$ cat src/rtl/wb_stage.sv
// RV32I writeback: takes retired instructions, finishes loads, and pulses the register-file write port.
// Latency: non-load writes one cycle after accept; load writes one cycle after dmem_rvalid.
// Backpressure: in_ready drops while a load waits for memory, and rises again in the cycle the load writes back.
module wb_stage (
    input  logic        clk,
    input  logic        rst,
    input  logic        in_valid,
    output logic        in_ready,
    input  logic [4:0]  in_rd,
    input  logic        in_rd_wen,
    input  logic [31:0] in_result,
    input  logic        in_is_load,
    input  logic [2:0]  in_funct3,
    input  logic [1:0]  in_addr_lo,
    input  logic        dmem_rvalid,
    input  logic [31:0] dmem_rdata,
    output logic [4:0]  rd_addr,
    output logic [31:0] rd_wdata,
    output logic        rd_wen,
    output logic        load_misaligned,
    output logic [63:0] instret
);

    typedef enum logic [0:0] {IDLE, WAIT_LOAD} state_t;

    state_t      state_q, state_d;
    logic [4:0]  rd_addr_q, rd_addr_d;
    logic [31:0] rd_wdata_q, rd_wdata_d;
    logic        rd_wen_q, rd_wen_d;
    logic        load_misaligned_q, load_misaligned_d;
    logic [63:0] instret_q, instret_d;
    logic [4:0]  pend_rd_q, pend_rd_d;
    logic        pend_wen_q, pend_wen_d;
    logic [2:0]  pend_funct3_q, pend_funct3_d;
    logic [1:0]  pend_addr_q, pend_addr_d;

    logic        accept;
    logic        load_legal;
    logic [7:0]  byte_sel;
    logic [15:0] half_sel;
    logic [31:0] load_data;

    assign in_ready = (state_q == IDLE);
    assign accept   = in_valid && in_ready;

    // Illegal funct3 encodings are folded into the misaligned check.
    always_comb begin
        load_legal = 1'b0;
        case (in_funct3)
            3'b000, 3'b100: load_legal = 1'b1;
            3'b001, 3'b101: load_legal = ~in_addr_lo[0];
            3'b010:         load_legal = (in_addr_lo == 2'b00);
            default:        load_legal = 1'b0;
        endcase
    end

    always_comb begin
        byte_sel = dmem_rdata[7:0];
        case (pend_addr_q)
            2'd0:    byte_sel = dmem_rdata[7:0];
            2'd1:    byte_sel = dmem_rdata[15:8];
            2'd2:    byte_sel = dmem_rdata[23:16];
            default: byte_sel = dmem_rdata[31:24];
        endcase
        half_sel  = pend_addr_q[1] ? dmem_rdata[31:16] : dmem_rdata[15:0];
        load_data = dmem_rdata;
        case (pend_funct3_q)
            3'b000:  load_data = {{24{byte_sel[7]}}, byte_sel};
            3'b001:  load_data = {{16{half_sel[15]}}, half_sel};
            3'b100:  load_data = {24'd0, byte_sel};
            3'b101:  load_data = {16'd0, half_sel};
            default: load_data = dmem_rdata;
        endcase
    end

    always_comb begin
        state_d           = state_q;
        rd_addr_d         = rd_addr_q;
        rd_wdata_d        = rd_wdata_q;
        rd_wen_d          = 1'b0;
        load_misaligned_d = 1'b0;
        instret_d         = instret_q;
        pend_rd_d         = pend_rd_q;
        pend_wen_d        = pend_wen_q;
        pend_funct3_d     = pend_funct3_q;
        pend_addr_d       = pend_addr_q;

        case (state_q)
            IDLE: begin
                if (accept) begin
                    if (!in_is_load) begin
                        rd_wen_d  = in_rd_wen && (in_rd != 5'd0);
                        instret_d = instret_q + 64'd1;
                        // Address/data only move on a real write so they hold otherwise.
                        if (in_rd_wen && (in_rd != 5'd0)) begin
                            rd_addr_d  = in_rd;
                            rd_wdata_d = in_result;
                        end
                    end else if (load_legal) begin
                        pend_rd_d     = in_rd;
                        pend_wen_d    = in_rd_wen;
                        pend_funct3_d = in_funct3;
                        pend_addr_d   = in_addr_lo;
                        state_d       = WAIT_LOAD;
                    end else begin
                        load_misaligned_d = 1'b1;
                    end
                end
            end
            WAIT_LOAD: begin
                if (dmem_rvalid) begin
                    rd_wen_d  = pend_wen_q && (pend_rd_q != 5'd0);
                    instret_d = instret_q + 64'd1;
                    if (pend_wen_q && (pend_rd_q != 5'd0)) begin
                        rd_addr_d  = pend_rd_q;
                        rd_wdata_d = load_data;
                    end
                    state_d = IDLE;
                end
            end
            default: state_d = IDLE;
        endcase
    end

    always_ff @(posedge clk or posedge rst) begin
        if (rst) begin
            state_q           <= IDLE;
            rd_addr_q         <= 5'd0;
            rd_wdata_q        <= 32'd0;
            rd_wen_q          <= 1'b0;
            load_misaligned_q <= 1'b0;
            instret_q         <= 64'd0;
            pend_rd_q         <= 5'd0;
            pend_wen_q        <= 1'b0;
            pend_funct3_q     <= 3'd0;
            pend_addr_q       <= 2'd0;
        end else begin
            state_q           <= state_d;
            rd_addr_q         <= rd_addr_d;
            rd_wdata_q        <= rd_wdata_d;
            rd_wen_q          <= rd_wen_d;
            load_misaligned_q <= load_misaligned_d;
            instret_q         <= instret_d;
            pend_rd_q         <= pend_rd_d;
            pend_wen_q        <= pend_wen_d;
            pend_funct3_q     <= pend_funct3_d;
            pend_addr_q       <= pend_addr_d;
        end
    end

    assign rd_addr         = rd_addr_q;
    assign rd_wdata        = rd_wdata_q;
    assign rd_wen          = rd_wen_q;
    assign load_misaligned = load_misaligned_q;
    assign instret         = instret_q;

endmodule

$ cat config.mk
export PLATFORM = sky130hd
export DESIGN_NAME = wb_stage
export DESIGN_NICKNAME = d
export VERILOG_FILES = /design/src/rtl/wb_stage.sv
export SDC_FILE = /design/constraint.sdc
export NUM_CORES = 1
export LEC_CHECK = 0
export CAP_MARGIN = 30
export CORE_MARGIN = 4
export CORE_UTILIZATION = 50
export CTS_CLUSTER_DIAMETER = 50
export DETAILED_ROUTE_END_ITERATION = 8
export HOLD_SLACK_MARGIN = 0.08
export PLACE_DENSITY_LB_ADDON = 0.05
export SKIP_CTS_REPAIR_TIMING = 1
export SLEW_MARGIN = 5
export SYNTH_ARGS = -nofsm -noshare
export SYNTH_HDL_FRONTEND = slang
export SYNTH_SLANG_ARGS = --single-unit
export TNS_END_PERCENT = 20
$ cat constraint.sdc
create_clock -name clk -period 6.34 [get_ports clk]
set_input_delay 0.634 -clock clk [delete_from_list [all_inputs] [get_ports clk]]
set_output_delay 0.634 -clock clk [all_outputs]
set_load 0.01 [all_outputs]
# --- Word-level counts from Yosys, hierarchy flattened ---
# Cells that the tools add are included.
classes:
  n_addsub: 1
  eq_ne: 14
  n_mux: 33
  n_bitwise: 2
  reduce_logical: 14
ops:
  columns: ["operator", "count"]
  rows:
  - ["two-way mux 64 bit", 3]
  - ["two-way mux 32 bit", 5]
  - ["case mux 32 bit (4 select lines)", 1]
  - ["case mux 64 bit (2 select lines)", 1]
  - ["adder 64 x 1 -> 64 bit, second input constant", 1]
  - ["case mux 32 bit (2 select lines)", 1]
  - ["two-way mux 5 bit", 5]
  - ["case mux 8 bit (3 select lines)", 1]
  - ["two-way mux 16 bit", 1]
  - ["equality test 3 bit, second input constant", 4]
  - ["two-way mux 1 bit", 11]
  - ["case mux 5 bit (2 select lines)", 1]
  - ["nonzero test 5 bit", 2]
  - ["equality test 3 x 1 -> 1 bit, second input constant", 2]
  - ["logical NOT 3 bit", 2]
  - ["inequality test 2 x 1 -> 1 bit, second input constant", 3]
  - ["AND reduction 5 bit", 1]
  - ["logical NOT 2 bit", 2]
  - ["inequality test 2 bit, second input constant", 2]
  - ["case mux 1 bit (2 select lines)", 2]
  - ["AND reduction 4 bit", 1]
  - ["OR reduction 2 bit", 2]
  - ["equality test 3 x 2 -> 1 bit, second input constant", 1]
  - ["logical AND 1 bit", 3]
  - ["other kinds (5)", 6]
totals:
  reg_bits: 115
  in_bits: 80
  output_inout_bits: 104
  elab_cells: 74

# --- Logic depth before layout (Yosys ltp) ---
logic_depth:
  depth_word: 7
  mapped_depth: 8
  depth_no_buf: 6

# --- Worst setup path after synthesis ---
# Ideal clock, no wire load.
synth_timing:
  kind: "input port to flip-flop"
  start: "input in_is_load"
  end: "register instret_q[60], in the netlist instret[60]"
  setup_ns: 0.079
  t_arrival_ns: 2.306
  required_ns: 6.261
  slack_ns: 3.955
  stages: 5
  path_buffers: 0
  path_cell_list: "or3b_4 a2111oi_4 nand4_2 nor4b_1 xor2_1"
synth_via:
  elab_chain_cells: 2
synth_rtl:
  columns: ["item", "line_no", "rtl"]
  rows:
  - ["start, declared", "12", "input logic in_is_load,"]
  - ["inequality test 2 bit (no line)", null, null]
  - ["AND reduction 3 bit (no line)", null, null]
  - ["end signal, assigned", "143", "instret_q <= instret_d;"]
  - ["end, declared", "31", "logic [63:0] instret_q, instret_d;"]
# No other way between the ends.
# A chain may end at the register's enable or synchronous reset.

# --- Final worst setup path ---
layout_timing:
  start: "register state_q"
  end: "output in_ready"
layout_via:
  elab_chain_cells: 1
layout_rtl:
  columns: ["item", "line_no", "rtl"]
  rows:
  - ["start, declared", "26", "state_t state_q, state_d;"]
  - ["start signal, assigned", "138", "state_q <= state_d;"]
  - ["inverter 1 bit (no line)", null, null]
  - ["end, declared", "8", "output logic in_ready,"]
# No other way between the ends.

==> metrics.md <==
| Metric | Value |
|---|---|
| Hold Violations, Final | 0 |
| Post-synth ARST share | 100% |
| Ys Warns | 0 |
| CTS tree | built |
| R2R Setup Slk | 3510 ps |
| Effective utilization at floorplan | 51.4% |
| Worst-path clk slew | 60 ps |
| Compound-Gate Fraction of Synth Area | 13.3% |
| Gate power share | 23.4% |
| Placer congestion estimate | 0.863 |
| Post-route ant nets | 0 |
| Leakage | 3.53 nW |
| Area share of and/or/nand/nor cells after synthesis | 18.7% |
| DRC viols | 0 |
| IO Pins | 184 |
| Switch share | 28.0% |
| Layout Area Growth over Synthesis | 47.4% |
| Clk sinks | 115 |
| GRT overflow | 0 |
| Placed insts | 886 |
| Largest family of logic cells by synthesized area | simple AND/OR/NAND/NOR gates |
| CTS Root Cell | clkbuf_16 |
| Die Y | 114 µm |
| Sequential cell fraction of total power | 35.8% |
| Final WL | 17,200 µm |
| Yosys reg bits | 115 |
| Reg-to-reg critical path startpoint | state_q$_DFF_PP0_ |
| # rows | 38 |
| Pin count of the biggest net entering global routing | 71 |
| Crit end category | output port |
| Post-synthesis sequential area ratio | 51.2% |
| Layout cell share with drive strength beyond 1 | 7.30% |
| Antenna diodes | 0 |
| Wirelength per Cell | 18.7 µm |
| Cells after Synth | 584 |
| Core area | 10,900 µm² |
| H-tree depth | 4 |
| Mux cell area share after synthesis | 3.87% |
| Post-DP HPWL | 11,900 µm |
| Status | finished clean |
| Drt initial violations | 456 |
| CP startpoint | state_q$_DFF_PP0_ |
| Max-cap violations | 0 |
| Share of total power in the clock network | 40.7% |
| Max rail drop VDD | 0.181 mV |
| Netlist Area Pre-Place | 5620 µm² |
| Sw Pwr | 0.742 mW |
| Commonest register cell after synthesis | dfrtp_1 |
| CP Capture Point | in_ready |
| Die W | 114 µm |
| RSZ-0062 raised after global routing | no |
| Vias in the first global route | 5,430 |
| FMAX | 0.313 GHz |
| WP data required | 5710 ps |
| HP Class | register to register |
| Final Max Slew Viols | 0 |
| Clock latency on the worst-skew pair | 420 ps |
| Avg Synthesized Cell Area | 9.62 µm² |
| Crit path arrival time | 2560 ps |
| Post-layout min period | 3200 ps |
| Fin nets | 849 |
| Final setup TNS | 0 ps |
| Final setup fails | 0 |
| Yosys cell types | 47 |
| Total Routing Usage GR | 27.1% |
| Adder-cell area share of the yosys netlist | 0.223% |
| Slew HR | 37.1% |
| Die area | 13,000 µm² |
| Num CTS Buffers | 17 |
| Reg2Reg Capture Point | rd_wdata[9]$_DFFE_PP0P_ |
| DR vias | 5,302 |
| Hold depth | 1 |
| Via/cell ratio | 5.76 |
| Initial antenna violation count | 0 |
| Power density cells | 321 nW/µm² |
| Clock tree buffer depth | 2 |
| Max FO, Critical Path | 46 |
| DRT Pass-1 Iters | 5 |
| Critical path class | register to output port |
| R2R depth | 5 |
| IO buf count | 183 |
| Post-synth EDFFs | 0 |
| Internal power | 1.91 mW |
| Final Cycle Share | 50.4% |
| First-pass GRT wire length | 27,800 µm |
| Post-route insts no fill | 921 |
| Crit start category | register |
| Post-synthesis net count | 665 |
| Post-Synth XOR/XNOR Area | 9.82% |
| Skew final | 8.55 ps |
| Slew @ Worst Pin | 942 ps |
metal layers:
metal | vias to the layer above | share of wire (%) | GRT usage, %
met3 | 42 | 6.8 | 5.68
li1 | 2431 | - | -
met5 | - | 0 | 0
met2 | 256 | 49 | 44.2
met1 | 2573 | 41 | 34.6
met4 | 0 | 3.0 | 12.7
synthesized netlist by cell type, drive strengths merged (4+ instances only):
master / count / area (µm²)
dfrtp: 115 / 2880
nand2: 75 / 282
o21ai: 50 / 250
a21oi: 45 / 225
nor2: 39 / 146
xnor2: 32 / 280
xor2: 31 / 272
nor3: 24 / 120
clkbuf: 22 / 82.6
nand3: 22 / 115
nand4: 20 / 131
inv: 15 / 56.3
mux2: 12 / 135
a31oi: 7 / 43.8
and3: 7 / 43.8
o221ai: 7 / 61.3
a221oi: 6 / 52.6
mux2i: 6 / 60.1
nor4: 6 / 37.5
and4: 5 / 43.8
nor2b: 4 / 25.0
sequential cells by signal, indices dropped and copies added, names as in the netlist:
name	cells
load_misaligned	1
rd_addr	5
pend_addr_q	2
instret	64
pend_funct3_q	3
rd_wen	1
state_q	1
pend_wen_q	1
rd_wdata	32
pend_rd_q	5
cells by family (layout without fill, tap and decap cells):
kind of cell             count (synthesis)  count (layout)
AO/OA/AOI/OAI                          127             127
AND/OR/NAND/NOR                        217             217
adder cells (fa/ha/maj)                  1               1
multiplexers                            19              19
XOR/XNOR                                63              63
buffers and inverters                   42             239
flip-flops                             115             115
worst min-delay path by stage:
stage / start / to / slack, ps
6_report: instret[63]$_DFFE_PP0P_ / instret[63]$_DFFE_PP0P_ / 470
5_1_grt: instret[63]$_DFFE_PP0P_ / instret[63]$_DFFE_PP0P_ / 500
4_1_cts: instret[63]$_DFFE_PP0P_ / instret[63]$_DFFE_PP0P_ / 470
3_5_place_dp: instret[63]$_DFFE_PP0P_ / instret[63]$_DFFE_PP0P_ / 460
3_3_place_gp: instret[63]$_DFFE_PP0P_ / instret[63]$_DFFE_PP0P_ / 460
2_1_floorplan: pend_wen_q$_DFFE_PP0P_ / pend_wen_q$_DFFE_PP0P_ / 480
worst max-delay path, stage by stage (launching register included):
cell	delay [ps]
dfrtp_1	350
buf_4	440
clkinv_1	690
clkdlybuf4s50_1	670
cells in the final DEF (no fill, tap or decap), types with 3 or more instances in the layout:
master / count
a21oi_1: 45
a221oi_1: 6
a31oi_1: 7
and2_1: 3
and3_1: 7
and4_1: 5
buf_4: 5
bufinv_16: 6
clkbuf_16: 17
clkdlybuf4s50_1: 183
clkinvlp_4: 4
dfrtp_1: 115
inv_1: 14
mux2_2: 12
mux2i_1: 6
nand2_1: 75
nand2b_1: 3
nand3_1: 21
nand4_1: 19
nor2_1: 39
nor2b_1: 4
nor3_1: 24
nor4_1: 6
o21ai_0: 50
o221ai_1: 7
xnor2_1: 32
xor2_1: 31
stage by stage:
step	area, µm²	total power, mW	utilization [%]	setup WS, ps	hold WS, ps
5_1_grt	8280	2.77	75.8	3040	497
3_5_place_dp	7570	1.56	69.2	3100	462
3_3_place_gp	7570	1.54	69.2	3210	460
2_1_floorplan	5620	1.23	-	2660	482
6_report	8280	2.66	75.8	3140	471
4_1_cts	8240	2.65	75.3	3170	469
area by class of cell:
class | instances | area (µm²)
Clock inverter | 13 | 233
Inverter | 17 | 66.3
Timing Repair Buffer | 190 | 1910
Tap cell | 140 | 175
Sequential cell | 115 | 2880
Fill cell | 808 | 2650
Clock buffer | 19 | 433
Multi-Input combinational cell | 427 | 2590
power by group through the flow:
stage	Sequential, mW	Clock, mW	Combinational (mW)
2_1_floorplan	0.983	0	0.247
3_3_place_gp	0.966	0	0.576
3_5_place_dp	0.974	0	0.590
4_1_cts	0.962	1.09	0.599
5_1_grt	0.969	1.13	0.671
6_report	0.952	1.08	0.622
(Power assumes the default switching activity.)
